--- src/rtl/pkg_memorymap.sv ---
// NPU slave-port memory map: half-open [Start, End) byte ranges and the
// base of the word-spaced operation-register block.
package pkg_memorymap;

    localparam logic [31:0] NPU_IMEM_Start = 32'h0001_0000;
    localparam logic [31:0] NPU_IMEM_End   = 32'h0001_1000;
    localparam logic [31:0] NPU_WMEM_Start = 32'h0002_0000;
    localparam logic [31:0] NPU_WMEM_End   = 32'h0002_4000;
    localparam logic [31:0] NPU_BMEM_Start = 32'h0003_0000;
    localparam logic [31:0] NPU_BMEM_End   = 32'h0003_0400;
    localparam logic [31:0] NPU_OMEM_Start = 32'h0004_0000;
    localparam logic [31:0] NPU_OMEM_End   = 32'h0004_1000;
    localparam logic [31:0] NPU_PARA_Start = 32'h0005_0000;
    localparam logic [31:0] NPU_PARA_End   = 32'h0005_0100;
    localparam logic [31:0] NPU_OP_Start   = 32'h0006_0000;

endpackage

--- src/rtl/pkg_npu_cmd.sv ---
// Region codes, error-flag bit positions and the command entry layout
// shared by the NPU command decoder and the controller.
package pkg_npu_cmd;

    localparam logic [3:0] TYPE_IMEM = 4'b1000;
    localparam logic [3:0] TYPE_WMEM = 4'b1001;
    localparam logic [3:0] TYPE_BMEM = 4'b1010;
    localparam logic [3:0] TYPE_OMEM = 4'b1011;
    localparam logic [3:0] TYPE_PARA = 4'b1100;

    localparam int ERR_UNMAPPED = 0;
    localparam int ERR_OVERFLOW = 1;

    localparam int CMD_OP_WIDTH  = 4;
    localparam int CMD_ARG_WIDTH = 8;

    typedef struct packed {
        logic [CMD_OP_WIDTH-1:0]  op;
        logic [CMD_ARG_WIDTH-1:0] arg;
    } npu_cmd_t;

endpackage

--- src/rtl/npu_cmd_fifo.sv ---
// Synchronous FIFO with exact occupancy count; a push while full is accepted
// only when a pop happens in the same cycle. Head data reads as zero when empty.
module npu_cmd_fifo #(
    parameter int WIDTH = 12,
    parameter int DEPTH = 4
) (
    input  logic                       clk,
    input  logic                       rst_ni,
    input  logic                       push,
    input  logic [WIDTH-1:0]           wdata,
    input  logic                       pop,
    output logic [WIDTH-1:0]           rdata,
    output logic                       full,
    output logic                       empty,
    output logic [$clog2(DEPTH+1)-1:0] count
);

    localparam int PW = $clog2(DEPTH);
    localparam int CW = $clog2(DEPTH+1);

    logic [WIDTH-1:0] mem [DEPTH];
    logic [PW-1:0]    wr_ptr;
    logic [PW-1:0]    rd_ptr;
    logic             do_push;
    logic             do_pop;

    assign full    = (count == CW'(DEPTH));
    assign empty   = (count == '0);
    assign do_pop  = pop & ~empty;
    assign do_push = push & (~full | do_pop);
    assign rdata   = empty ? '0 : mem[rd_ptr];

    // Pointers wrap naturally because DEPTH is a power of two.
    always_ff @(posedge clk) begin
        if (!rst_ni) begin
            wr_ptr <= '0;
            rd_ptr <= '0;
            count  <= '0;
        end else begin
            if (do_push) wr_ptr <= wr_ptr + 1'b1;
            if (do_pop)  rd_ptr <= rd_ptr + 1'b1;
            count <= count + CW'(do_push) - CW'(do_pop);
        end
    end

    // NOTE: storage is deliberately not reset; the count gates what is visible.
    always_ff @(posedge clk) begin
        if (do_push) mem[wr_ptr] <= wdata;
    end

endmodule

--- src/rtl/npu_cmd_decoder.sv ---
// NPU bus decoder: registers memory-region accesses as one-cycle pulses and
// queues operation-register writes as commands for npu_controller.
module npu_cmd_decoder
    import pkg_memorymap::*;
    import pkg_npu_cmd::*;
#(
    parameter int DWidth     = 8,
    parameter int ADDR_WIDTH = 32,
    parameter int OP_WIDTH   = 4,
    parameter int NUM_OPS    = 4,
    parameter int CMD_DEPTH  = 4
) (
    input  logic                           clk,
    input  logic                           rst_ni,
    input  logic                           cen_i,
    input  logic                           wen_i,
    input  logic [ADDR_WIDTH-1:0]          addr_i,
    input  logic [DWidth-1:0]              wdata_i,
    output logic                           acc_valid_o,
    output logic [OP_WIDTH-1:0]            acc_type_o,
    output logic [ADDR_WIDTH-1:0]          acc_offset_o,
    output logic                           acc_we_o,
    output logic [DWidth-1:0]              acc_wdata_o,
    output logic                           cmd_valid_o,
    input  logic                           cmd_ready_i,
    output logic [OP_WIDTH-1:0]            cmd_op_o,
    output logic [DWidth-1:0]              cmd_arg_o,
    output logic                           cmd_full_o,
    output logic [$clog2(CMD_DEPTH+1)-1:0] cmd_count_o,
    output logic [1:0]                     err_o,
    input  logic                           err_clr_i
);

    typedef logic [ADDR_WIDTH-1:0] addr_t;

    typedef struct packed {
        logic [OP_WIDTH-1:0] op;
        logic [DWidth-1:0]   arg;
    } cmd_t;

    localparam addr_t IMEM_S = ADDR_WIDTH'(NPU_IMEM_Start);
    localparam addr_t IMEM_E = ADDR_WIDTH'(NPU_IMEM_End);
    localparam addr_t WMEM_S = ADDR_WIDTH'(NPU_WMEM_Start);
    localparam addr_t WMEM_E = ADDR_WIDTH'(NPU_WMEM_End);
    localparam addr_t BMEM_S = ADDR_WIDTH'(NPU_BMEM_Start);
    localparam addr_t BMEM_E = ADDR_WIDTH'(NPU_BMEM_End);
    localparam addr_t OMEM_S = ADDR_WIDTH'(NPU_OMEM_Start);
    localparam addr_t OMEM_E = ADDR_WIDTH'(NPU_OMEM_End);
    localparam addr_t PARA_S = ADDR_WIDTH'(NPU_PARA_Start);
    localparam addr_t PARA_E = ADDR_WIDTH'(NPU_PARA_End);
    localparam addr_t OP_S   = ADDR_WIDTH'(NPU_OP_Start);

    function automatic logic in_range(input addr_t a, input addr_t s, input addr_t e);
        return (a >= s) && (a < e);
    endfunction

    logic                mem_hit;
    logic                op_hit;
    logic                unmapped;
    logic [OP_WIDTH-1:0] region;
    addr_t               base;
    addr_t               op_idx;
    logic                push;
    logic                pop;
    logic                overflow;
    logic                fifo_empty;
    logic [1:0]          err_set;
    cmd_t                push_cmd;
    cmd_t                head_cmd;

    assign op_idx = (addr_i - OP_S) >> 2;

    always_comb begin
        // NOTE: every decode output gets a default first so no path infers a latch.
        mem_hit  = 1'b0;
        op_hit   = 1'b0;
        unmapped = 1'b0;
        region   = '0;
        base     = '0;
        if (in_range(addr_i, IMEM_S, IMEM_E)) begin
            mem_hit = 1'b1; region = OP_WIDTH'(TYPE_IMEM); base = IMEM_S;
        end else if (in_range(addr_i, WMEM_S, WMEM_E)) begin
            mem_hit = 1'b1; region = OP_WIDTH'(TYPE_WMEM); base = WMEM_S;
        end else if (in_range(addr_i, BMEM_S, BMEM_E)) begin
            mem_hit = 1'b1; region = OP_WIDTH'(TYPE_BMEM); base = BMEM_S;
        end else if (in_range(addr_i, OMEM_S, OMEM_E)) begin
            mem_hit = 1'b1; region = OP_WIDTH'(TYPE_OMEM); base = OMEM_S;
        end else if (in_range(addr_i, PARA_S, PARA_E)) begin
            mem_hit = 1'b1; region = OP_WIDTH'(TYPE_PARA); base = PARA_S;
        end else if (addr_i >= OP_S && addr_i[1:0] == 2'b00 && op_idx < ADDR_WIDTH'(NUM_OPS)) begin
            op_hit = 1'b1;
        end else begin
            unmapped = 1'b1;
        end
    end

    // Valid op reads fall through here: neither a push nor an error.
    assign push     = cen_i & wen_i & op_hit;
    assign pop      = cmd_valid_o & cmd_ready_i;
    assign overflow = push & cmd_full_o & ~pop;
    assign push_cmd = '{op: op_idx[OP_WIDTH-1:0], arg: wdata_i};

    always_comb begin
        err_set               = '0;
        err_set[ERR_UNMAPPED] = cen_i & unmapped;
        err_set[ERR_OVERFLOW] = overflow;
    end

    npu_cmd_fifo #(
        .WIDTH ($bits(cmd_t)),
        .DEPTH (CMD_DEPTH)
    ) u_fifo (
        .clk   (clk),
        .rst_ni(rst_ni),
        .push  (push),
        .wdata (push_cmd),
        .pop   (pop),
        .rdata (head_cmd),
        .full  (cmd_full_o),
        .empty (fifo_empty),
        .count (cmd_count_o)
    );

    assign cmd_valid_o = ~fifo_empty;
    assign cmd_op_o    = head_cmd.op;
    assign cmd_arg_o   = head_cmd.arg;

    always_ff @(posedge clk) begin
        if (!rst_ni) begin
            acc_valid_o  <= 1'b0;
            acc_type_o   <= '0;
            acc_offset_o <= '0;
            acc_we_o     <= 1'b0;
            acc_wdata_o  <= '0;
            err_o        <= '0;
        end else begin
            acc_valid_o <= cen_i & mem_hit;
            if (cen_i & mem_hit) begin
                acc_type_o   <= region;
                acc_offset_o <= addr_i - base;
                acc_we_o     <= wen_i;
                acc_wdata_o  <= wdata_i;
            end
            // A same-cycle error event survives a clear.
            err_o <= err_clr_i ? err_set : (err_o | err_set);
        end
    end

endmodule
--- config.mk ---
export PLATFORM = sky130hd
export DESIGN_NAME = npu_cmd_decoder
export DESIGN_NICKNAME = d
export VERILOG_FILES = /design/src/rtl/pkg_memorymap.sv /design/src/rtl/pkg_npu_cmd.sv /design/src/rtl/npu_cmd_fifo.sv /design/src/rtl/npu_cmd_decoder.sv
export SDC_FILE = /design/constraint.sdc
export NUM_CORES = 1
export LEC_CHECK = 0
export ABC_CLOCK_PERIOD_IN_PS = 3300
export BUFFER_PORTS_ARGS = -buffer_cell sky130_fd_sc_hd__buf_2
export CAP_MARGIN = 20
export CORE_MARGIN = 3
export CORE_UTILIZATION = 45
export DETAILED_ROUTE_END_ITERATION = 8
export PLACE_DENSITY = 0.8
export SYNTH_ARGS = -nofsm -noshare
export SYNTH_HDL_FRONTEND = slang
export SYNTH_HIERARCHICAL = 1
export SYNTH_SLANG_ARGS = --single-unit
--- constraint.sdc ---
create_clock -name clk -period 3.3 [get_ports clk]
set_input_delay 0.165 -clock clk [delete_from_list [all_inputs] [get_ports clk]]
set_output_delay 0.165 -clock clk [all_outputs]
set_load 0.02 [all_outputs]
; ---- Yosys cells after proc, flatten, opt, wreduce, memory -nomap -nowiden
; Memory sizes are Yosys's and may differ from the RTL's. A register that Yosys moved wholly into a read port is not among the register bits.
; Index checks and enable logic that the tools add are counted.
[totals]
mem_count = 1
ff_bits = 55
input_bits = 46
elab_cells = 85
latch_bits = 0
ramBits = 48
rom_bits = 0
output_inout_bits = 65
[op_classes]
shift = 0
div_mod_pow = 0
multipliers = 0
n_bitwise = 14
n_addsub = 6
n_reduce_logical = 9
mux = 33
n_eq_ne = 1
n_lt_le_gt_ge = 12
[mem_list]
columns = memory, depth, word_bits, rd, rd_ports_with_merged_regs, write_ports, line
row1 = u_fifo.mem, 4, 12, 1, 1, 1, npu_cmd_fifo.sv:21  ; logic [WIDTH-1:0] mem [DEPTH];
[op_table]
columns = op, count
row1 = 32-bit by 19-bit >= comparator with 1-bit output (second input constant), 3
row2 = 19-bit two-way mux, 5
row3 = 32-bit by 18-bit >= comparator with 1-bit output (second input constant), 2
row4 = 32-bit by 18-bit < comparator with 1-bit output (second input constant), 2
row5 = 32-bit by 19-bit < comparator with 1-bit output (second input constant), 2
row6 = 32-bit by 17-bit >= comparator with 1-bit output (second input constant), 1
row7 = 32-bit by 17-bit < comparator with 1-bit output (second input constant), 1
row8 = 32-bit by 19-bit subtractor with 32-bit output (second input constant), 1
row9 = 32-bit subtractor, 1
row10 = 30-bit by 3-bit < comparator with 1-bit output (second input constant), 1
row11 = 4-bit two-way mux, 5
row12 = 1-bit two-way mux, 19
row13 = 12-bit two-way mux, 1
row14 = 1-bit bitwise AND, 9
row15 = 1-bit logical AND, 7
row16 = 2-bit two-way mux, 3
row17 = 2-bit by 1-bit adder with 2-bit output (second input constant), 2
row18 = 3-bit by 1-bit adder with 3-bit output, 1
row19 = 3-bit equality test (second input constant), 1
row20 = 3-bit zero test, 1
row21 = 1-bit NOT, 3
row22 = 3-bit by 1-bit subtractor with 3-bit output, 1
row23 = 2-bit zero test, 1
row24 = 2-bit OR, 1
row25 = 1-bit OR, 1

; ---- Logic depth before layout (Yosys ltp)
; Gate-level depths: netlist of run 1.
[logic_depth]
word_depth = 14
depth_mapped = 15
depth_no_buf = 14

; ---- Cells and area by module
; The synthesis of run 1 kept the hierarchy.
[modules_own_cells]
columns = module, seq_area_each_um2, n_inst, area_per_inst_um2, cells_per_inst
row1 = npu_cmd_decoder, 960.9, 1, 2473.6, 278
row2 = npu_cmd_fifo, 1621.6, 1, 2383.5, 123

; ---- Least setup slack after synthesis of run 1
; No wires, ideal clock.
[synth_path]
path_kind = input port to flip-flop
start = input port addr_i[22]
end = register u_fifo.count[2]
arrival_ns = 2.900
slack_ns = 0.286
n_path_buf = 0
required_ns = 3.185
path_stages = 12
setup_time_ns = 0.115
path_cell_list = or4_4 -> or4b_1 -> o211ai_1 -> and4_1 -> and3_1 -> or2_1 -> a21bo_1 -> ha_1 -> fa_1 -> xnor2_1 -> xnor2_1 -> and2_1
[synth_between]
elab_chain_len = 13
elab_cells_between_ends = 30
classes_between = add/sub: 3 / order compare: 12 / mux: 6 / bitwise: 2 / reduce/logical: 7
[synth_rtl]
columns = element, line
row1 = start: declaration, npu_cmd_decoder.sv:17  ; input logic [ADDR_WIDTH-1:0] addr_i,
row2 = 32-bit by 19-bit subtractor with 32-bit output or 32-bit by 19-bit >= comparator with 1-bit output (tied branches), "npu_cmd_decoder.sv:71, npu_cmd_decoder.sv:90"
row3 = 30-bit by 3-bit < comparator with 1-bit output or 1-bit logical AND (tied branches), npu_cmd_decoder.sv:90  ; end else if (addr_i >= OP_S && addr_i[1:0] == 2'b00 && op_idx < ADDR_WIDTH'(NUM_OPS)) begin
row4 = 1-bit logical AND, npu_cmd_decoder.sv:90
row5 = 1-bit two-way mux, npu_cmd_decoder.sv:90
row6 = 1-bit two-way mux, npu_cmd_decoder.sv:88  ; end else if (in_range(addr_i, PARA_S, PARA_E)) begin
row7 = 1-bit two-way mux, npu_cmd_decoder.sv:86  ; end else if (in_range(addr_i, OMEM_S, OMEM_E)) begin
row8 = 1-bit two-way mux, npu_cmd_decoder.sv:84  ; end else if (in_range(addr_i, BMEM_S, BMEM_E)) begin
row9 = 1-bit two-way mux, npu_cmd_decoder.sv:82  ; end else if (in_range(addr_i, WMEM_S, WMEM_E)) begin
row10 = 1-bit two-way mux *, npu_cmd_decoder.sv:80  ; if (in_range(addr_i, IMEM_S, IMEM_E)) begin
row11 = 1-bit bitwise AND *, npu_cmd_decoder.sv:98  ; assign push = cen_i & wen_i & op_hit;
row12 = via push, npu_cmd_decoder.sv:63  ; logic push;
row13 = 1-bit bitwise AND *, npu_cmd_fifo.sv:30  ; assign do_push = push & (~full | do_pop);
row14 = 3-bit by 1-bit adder with 3-bit output *, npu_cmd_fifo.sv:42  ; count <= count + CW'(do_push) - CW'(do_pop);
row15 = 3-bit by 1-bit subtractor with 3-bit output *, npu_cmd_fifo.sv:42
row16 = end signal: assignment, npu_cmd_fifo.sv:42
row17 = end: declaration, npu_cmd_fifo.sv:15  ; output logic [$clog2(DEPTH+1)-1:0] count
; The timed path passes the listed nets; every way through them passes the cells marked *.
; A chain may end at the register's enable or synchronous reset.

; ---- Final worst setup path of run 1
; Same ends and word-level chain as after synthesis.

==> results.cfg, run 1 <==
[outcome]
status = finished, final reports clean

[yosys]
async_flop_share_pct = 0
synth_cell_types = 68
synth-seq-cells = 105
netlist_instances = 401
synth_nets = 459
seq_area_frac_synth_pct = 53.17
synth_warnings = 6
synthesis.area_sq_mm = 0.004857
avgSynthCellArea_sq_um = 12.11
synth_edf_count = 48
synth-main-ff-cell = dfxtp_1

[die]
initial_core_util_pct = 46.63
rows = 37
dieWidth_um = 109.9
dieHeight_um = 109.9
die_area_sq_mm = 0.01208
core_sq_mm = 0.01042
ios = 111

[sta]
period_share_pct = 88.54
timing.hold.ws_ns = 0.02298
rsz0062_at_grt = false
worst_slew_pin_slew_ns = 0.7691
setup_viol = 0
tns_ns = 0
relSlewSlack_pct = 48.66
drv_slew = 0
final-hold-violation-count = 0
clock_skew_ns = 0.01584
min_period_ns = 2.922
fmax_mhz = 342.2

[layout]
postLayoutCellArea_sq_mm = 0.005778
mostFrequentLayoutCells = buf_2 (110), nand2_1 (64), dfxtp_1 (57), edfxtp_1 (48), mux2i_1 (29)
finalNetCount = 572
final_layout_size_suffix_gt1_share_pct = 33.53
antennaDiodeCount = 0
post-route-util_pct = 55.47
final_common_cell = buf_2
area_growth_pct = 18.96

[clock_tree]
clock-root-buffer = clkbuf_8
cts_tree = yes
cts_num_sinks = 105
cts-buffers-inserted = 9
post_cts_buffers = 0
cts_resized = 0
htreeDepth = 3
clk_pin_slew_ns = 0.11
clock_latency_ns = 0.37
hold_buffers = 0
ctsLongestPathBuffers = 2

[drt]
vias = 3532
drc = 0
via_per_inst = 5.392
firstDrtPassIters = 4
ant_nets = 0
routedWlPerCell_um = 16.31
drt-total-wl_um = 10680
drtIter0Drc = 98

[run]
maxCapViolCount = 0

[pwr]
internal-power_mw = 1.775
swShare_pct = 23.87
power_frac_clock_pct = 36.3
power_switching_mw = 0.5567
comb_power_share_pct = 5.5
max-vdd-ir-drop_v = 0.0002231
p_per_area_mw_per_mm2 = 403.6
pwr-share-seq_pct = 58.2
leakagePower_nw = 2.267

[global_route]
met3_usage_pct = 4.639
use_met2_pct = 30.81
grt_usage_pct = 18.63
grt_max_degree = 76
antenna_found_initial = 0
grt_pass1_vias = 3552
grt_first_pass_wirelength_um = 17490
use_met1_pct = 23.40
grt_overflow = 0
grt.busiest_layer = met2

[critical_path]
startpoint_type = input port
path_class = in -> reg
end_kind = flop
cp_data_required_time_ns = 3.56
crit_arrival_ns = 3.18
cp_max_fo = 4

[placed_design]
portBuffers = 110
hpwl_um = 7761
placed_cell_area_sq_mm = 0.005558
gp_congestion = 0.8566

[hold_path]
holdCritPathClass = in -> reg
power by group through the flow:
stage	Clock, mW	Combinational [mW]	Sequential, mW
after floorplan	0	0.0594	1.39
after global placement	0	0.123	1.39
after detailed placement	0	0.128	1.39
after CTS	0.874	0.129	1.36
after global routing	0.923	0.143	1.36
final	0.845	0.129	1.36
metrics by stage:
step / setup WS [ns] / instances / power (mW)
floorplan: 0.2855 / 401 / 1.449
global route: 0.2655 / 655 / 2.424
global placement: 0.07544 / 639 / 1.511
detailed placement: 0.02806 / 639 / 1.515
finish: 0.3781 / 655 / 2.332
CTS: 0.4256 / 655 / 2.361
worst max-delay path, cell delays in order:
cell	delay, ns
buf_2	0.12
or4_4	0.55
or4b_1	0.49
o211ai_1	0.12
and4_1	0.24
and3_1	0.18
or2_1	0.12
a21bo_1	0.20
ha_1	0.18
fa_1	0.38
xnor2_1	0.15
xnor2_1	0.13
and2_1	0.14
final cells by class:
class | instances | area, sq um
fill | 898 | 4638
clock inverter | 7 | 96.34
sequential | 105 | 2582
clock buffer | 9 | 123.9
multi-input combinational | 255 | 2090
tap | 136 | 170.2
timing repair buffer | 121 | 633.1
inverter | 22 | 82.58
metal layers:
metal,up-vias,wire length (um)
met5,-,0
met3,18,705
met4,0,233
met1,1711,4496
met2,114,5248
li1,1689,-
cell families after synthesis:
| family | Yosys count | synth area share [%] |
|---|---|---|
| simple gates | 145 | 18.11 |
| flops | 105 | 53.17 |
| compound gates | 49 | 8.089 |
| mux | 42 | 11.93 |
| buf+inv | 41 | 4.044 |
| fa+ha+maj | 12 | 3.400 |
| xor+xnor | 7 | 1.262 |
cells in the mapped netlist, types with 6 or more instances:
cell | instances | share of area (%)
a211oi_1 | 13 | 2.0
a21oi_1 | 6 | 0.62
and2_1 | 9 | 1.2
clkbuf_1 | 9 | 0.70
dfxtp_1 | 57 | 23
edfxtp_1 | 48 | 30
ha_1 | 10 | 2.6
inv_1 | 22 | 1.7
mux2i_1 | 29 | 6.0
mux4_2 | 10 | 4.6
nand2_1 | 64 | 4.9
nand4_1 | 6 | 0.77
nor2_1 | 10 | 0.77
nor2b_4 | 10 | 2.8
nor4_1 | 6 | 0.77
flip-flops by register name, indices dropped and copies added, names as in the netlist, named ones only:
| name | cells |
|---|---|
| acc_valid_o | 1 |
| u_fifo/wr_ptr | 2 |
| acc_we_o | 1 |
| u_fifo/rd_ptr | 2 |
| err_o | 2 |
| acc_type_o | 4 |
| u_fifo/mem | 48 |
| u_fifo/count | 3 |
| acc_wdata_o | 8 |
| acc_offset_o | 32 |
worst paths after layout:
kind / start / end / slack, ns / depth (start not counted)
hold reg to reg: acc_wdata_o[7]$_SDFFE_PN0P_ / acc_wdata_o[7]$_SDFFE_PN0P_ / 0.46 / 2
setup reg to reg: u_fifo/count[1]$_SDFF_PN0_ / u_fifo/count[2]$_SDFF_PN0_ / 0.88 / 9
hold / removal: wdata_i[5] / u_fifo/mem[0][5]$_DFFE_PP_ / 0.02 / 1
setup / recovery: addr_i[22] / u_fifo/count[2]$_SDFF_PN0_ / 0.38 / 13
(Power assumes the default switching activity.)
==> inputs of run 2 (changes only) <==
- MAX_ROUTING_LAYER: unset -> met4
==> run 2 against run 1 <==
Clock power is essentially flat. Fmax hardly changed. Highest routed layer unchanged. Sequential share of layout area stayed put. Sequential power is essentially flat.
==> results.cfg, run 2 (synthesis results as in run 1) <==
[outcome]
status = finished, final reports clean

[clock_tree]
cts-buffers-inserted = 9
cts_tree = yes
clock-root-buffer = clkbuf_8
clock_latency_ns = 0.37
clk_pin_slew_ns = 0.11
htreeDepth = 3
hold_buffers = 0
cts_resized = 0
ctsLongestPathBuffers = 2
cts_num_sinks = 105
post_cts_buffers = 0

[sta]
tns_ns = 0
clock_skew_ns = 0.01735
fmax_mhz = 342.5
timing.hold.ws_ns = 0.02188
worst_slew_pin_slew_ns = 0.7688
rsz0062_at_grt = false
period_share_pct = 88.49
relSlewSlack_pct = 48.68
drv_slew = 0
final-hold-violation-count = 0
min_period_ns = 2.920
setup_viol = 0

[die]
rows = 37
ios = 111
die_area_sq_mm = 0.01208
dieHeight_um = 109.9
initial_core_util_pct = 46.63
dieWidth_um = 109.9
core_sq_mm = 0.01042

[global_route]
grt_pass1_vias = 3560
grt_first_pass_wirelength_um = 17460
use_met2_pct = 30.94
grt_overflow = 0
grt_usage_pct = 19.17
antenna_found_initial = 0
met3_usage_pct = 3.641
grt_max_degree = 76
use_met1_pct = 23.93
grt.busiest_layer = met2

[layout]
mostFrequentLayoutCells = buf_2 (110), nand2_1 (64), dfxtp_1 (57), edfxtp_1 (48), mux2i_1 (29)
final_common_cell = buf_2
largest_register_ffs = 48
reg.largest.list = u_fifo/mem (48), acc_offset_o (32), acc_wdata_o (8)
antennaDiodeCount = 0
finalNetCount = 572
fill_cells = 898
final_layout_size_suffix_gt1_share_pct = 33.53
area_growth_pct = 18.96
largest-register = u_fifo/mem

[drt]
firstDrtPassIters = 4
drtIter0Drc = 106
drt-total-wl_um = 10680
vias = 3535
via_per_inst = 5.397
ant_nets = 0
drc = 0
routedWlPerCell_um = 16.31

[placed_design]
gp_congestion = 0.8704
portBuffers = 110
hpwl_um = 7761

[critical_path]
end_kind = flop
cp_num_buf_inv = 1
critPathSlowestCell = or4_4
cp_max_fo = 4
cpLargestDelayFamily = simple AND/OR/NAND/NOR gates
path_class = in -> reg
slowest_delay_ns = 0.55
startpoint_type = input port
crit_arrival_ns = 3.18
crit_chain = buf_2 > or4_4 > or4b_1 > o211ai_1 > and4_1 > and3_1 > or2_1 > a21bo_1 > ha_1 > fa_1 > xnor2_1 > xnor2_1 > and2_1
cp_common_cell = xnor2_1
cp_data_required_time_ns = 3.56

[run]
maxCapViolCount = 0

[pwr]
leakagePower_nw = 2.267
max-vdd-ir-drop_v = 0.0002237
p_per_area_mw_per_mm2 = 403.4

[hold_path]
holdCritPathClass = in -> reg
run 2: cell counts in the layout (fill, tap and decap cells not counted):
No cell type changed its count.
run 2: routing by layer:
layer	share of wire, %	vias to the layer above
li1	-	1685
met1	43	1702
met2	49	130
met3	6.2	18
met4	2.2	0
met5	0	-
run 2: final cells by class:
class | count | area [sq um] | share of cell area [%]
Timing Repair Buffer | 121 | 633.1 | 10.96
Clock inverter | 7 | 96.34 | 1.667
Clock buffer | 9 | 123.9 | 2.144
Multi-Input combinational cell | 255 | 2090 | 36.16
Sequential cell | 105 | 2582 | 44.69
Inverter | 22 | 82.58 | 1.429
Tap cell | 136 | 170.2 | 2.945
run 2: power breakdown:
group	internal [mW]	switching (mW)	total (mW)
clock	0.372	0.473	0.844
sequential	1.36	0.000390	1.36
combinational	0.0462	0.0822	0.128
run 2: worst paths after layout:
path | from | end | slack (ns) | cells past startpoint
worst max register to register | u_fifo/count[1]$_SDFF_PN0_ | u_fifo/count[2]$_SDFF_PN0_ | 0.88 | 9
worst max-delay path | addr_i[22] | u_fifo/count[2]$_SDFF_PN0_ | 0.38 | 13
worst min-delay path | wdata_i[5] | u_fifo/mem[0][5]$_DFFE_PP_ | 0.02 | 1
worst min register to register | acc_wdata_o[7]$_SDFFE_PN0P_ | acc_wdata_o[7]$_SDFFE_PN0P_ | 0.46 | 2
run 2: stage by stage:
step / std cells / total power [mW] / worst slack, ns / utilization [%] / cell area, sq um
CTS: 655 / 2.361 / 0.4256 / 55.47 / 5778
global route: 655 / 2.424 / 0.2656 / 55.47 / 5778
floorplan: 401 / 1.449 / 0.2855 / - / 4857
detailed placement: 639 / 1.515 / 0.02806 / 53.36 / 5558
global placement: 639 / 1.511 / 0.07544 / 53.36 / 5558
finish: 655 / 2.331 / 0.3799 / 55.47 / 5778
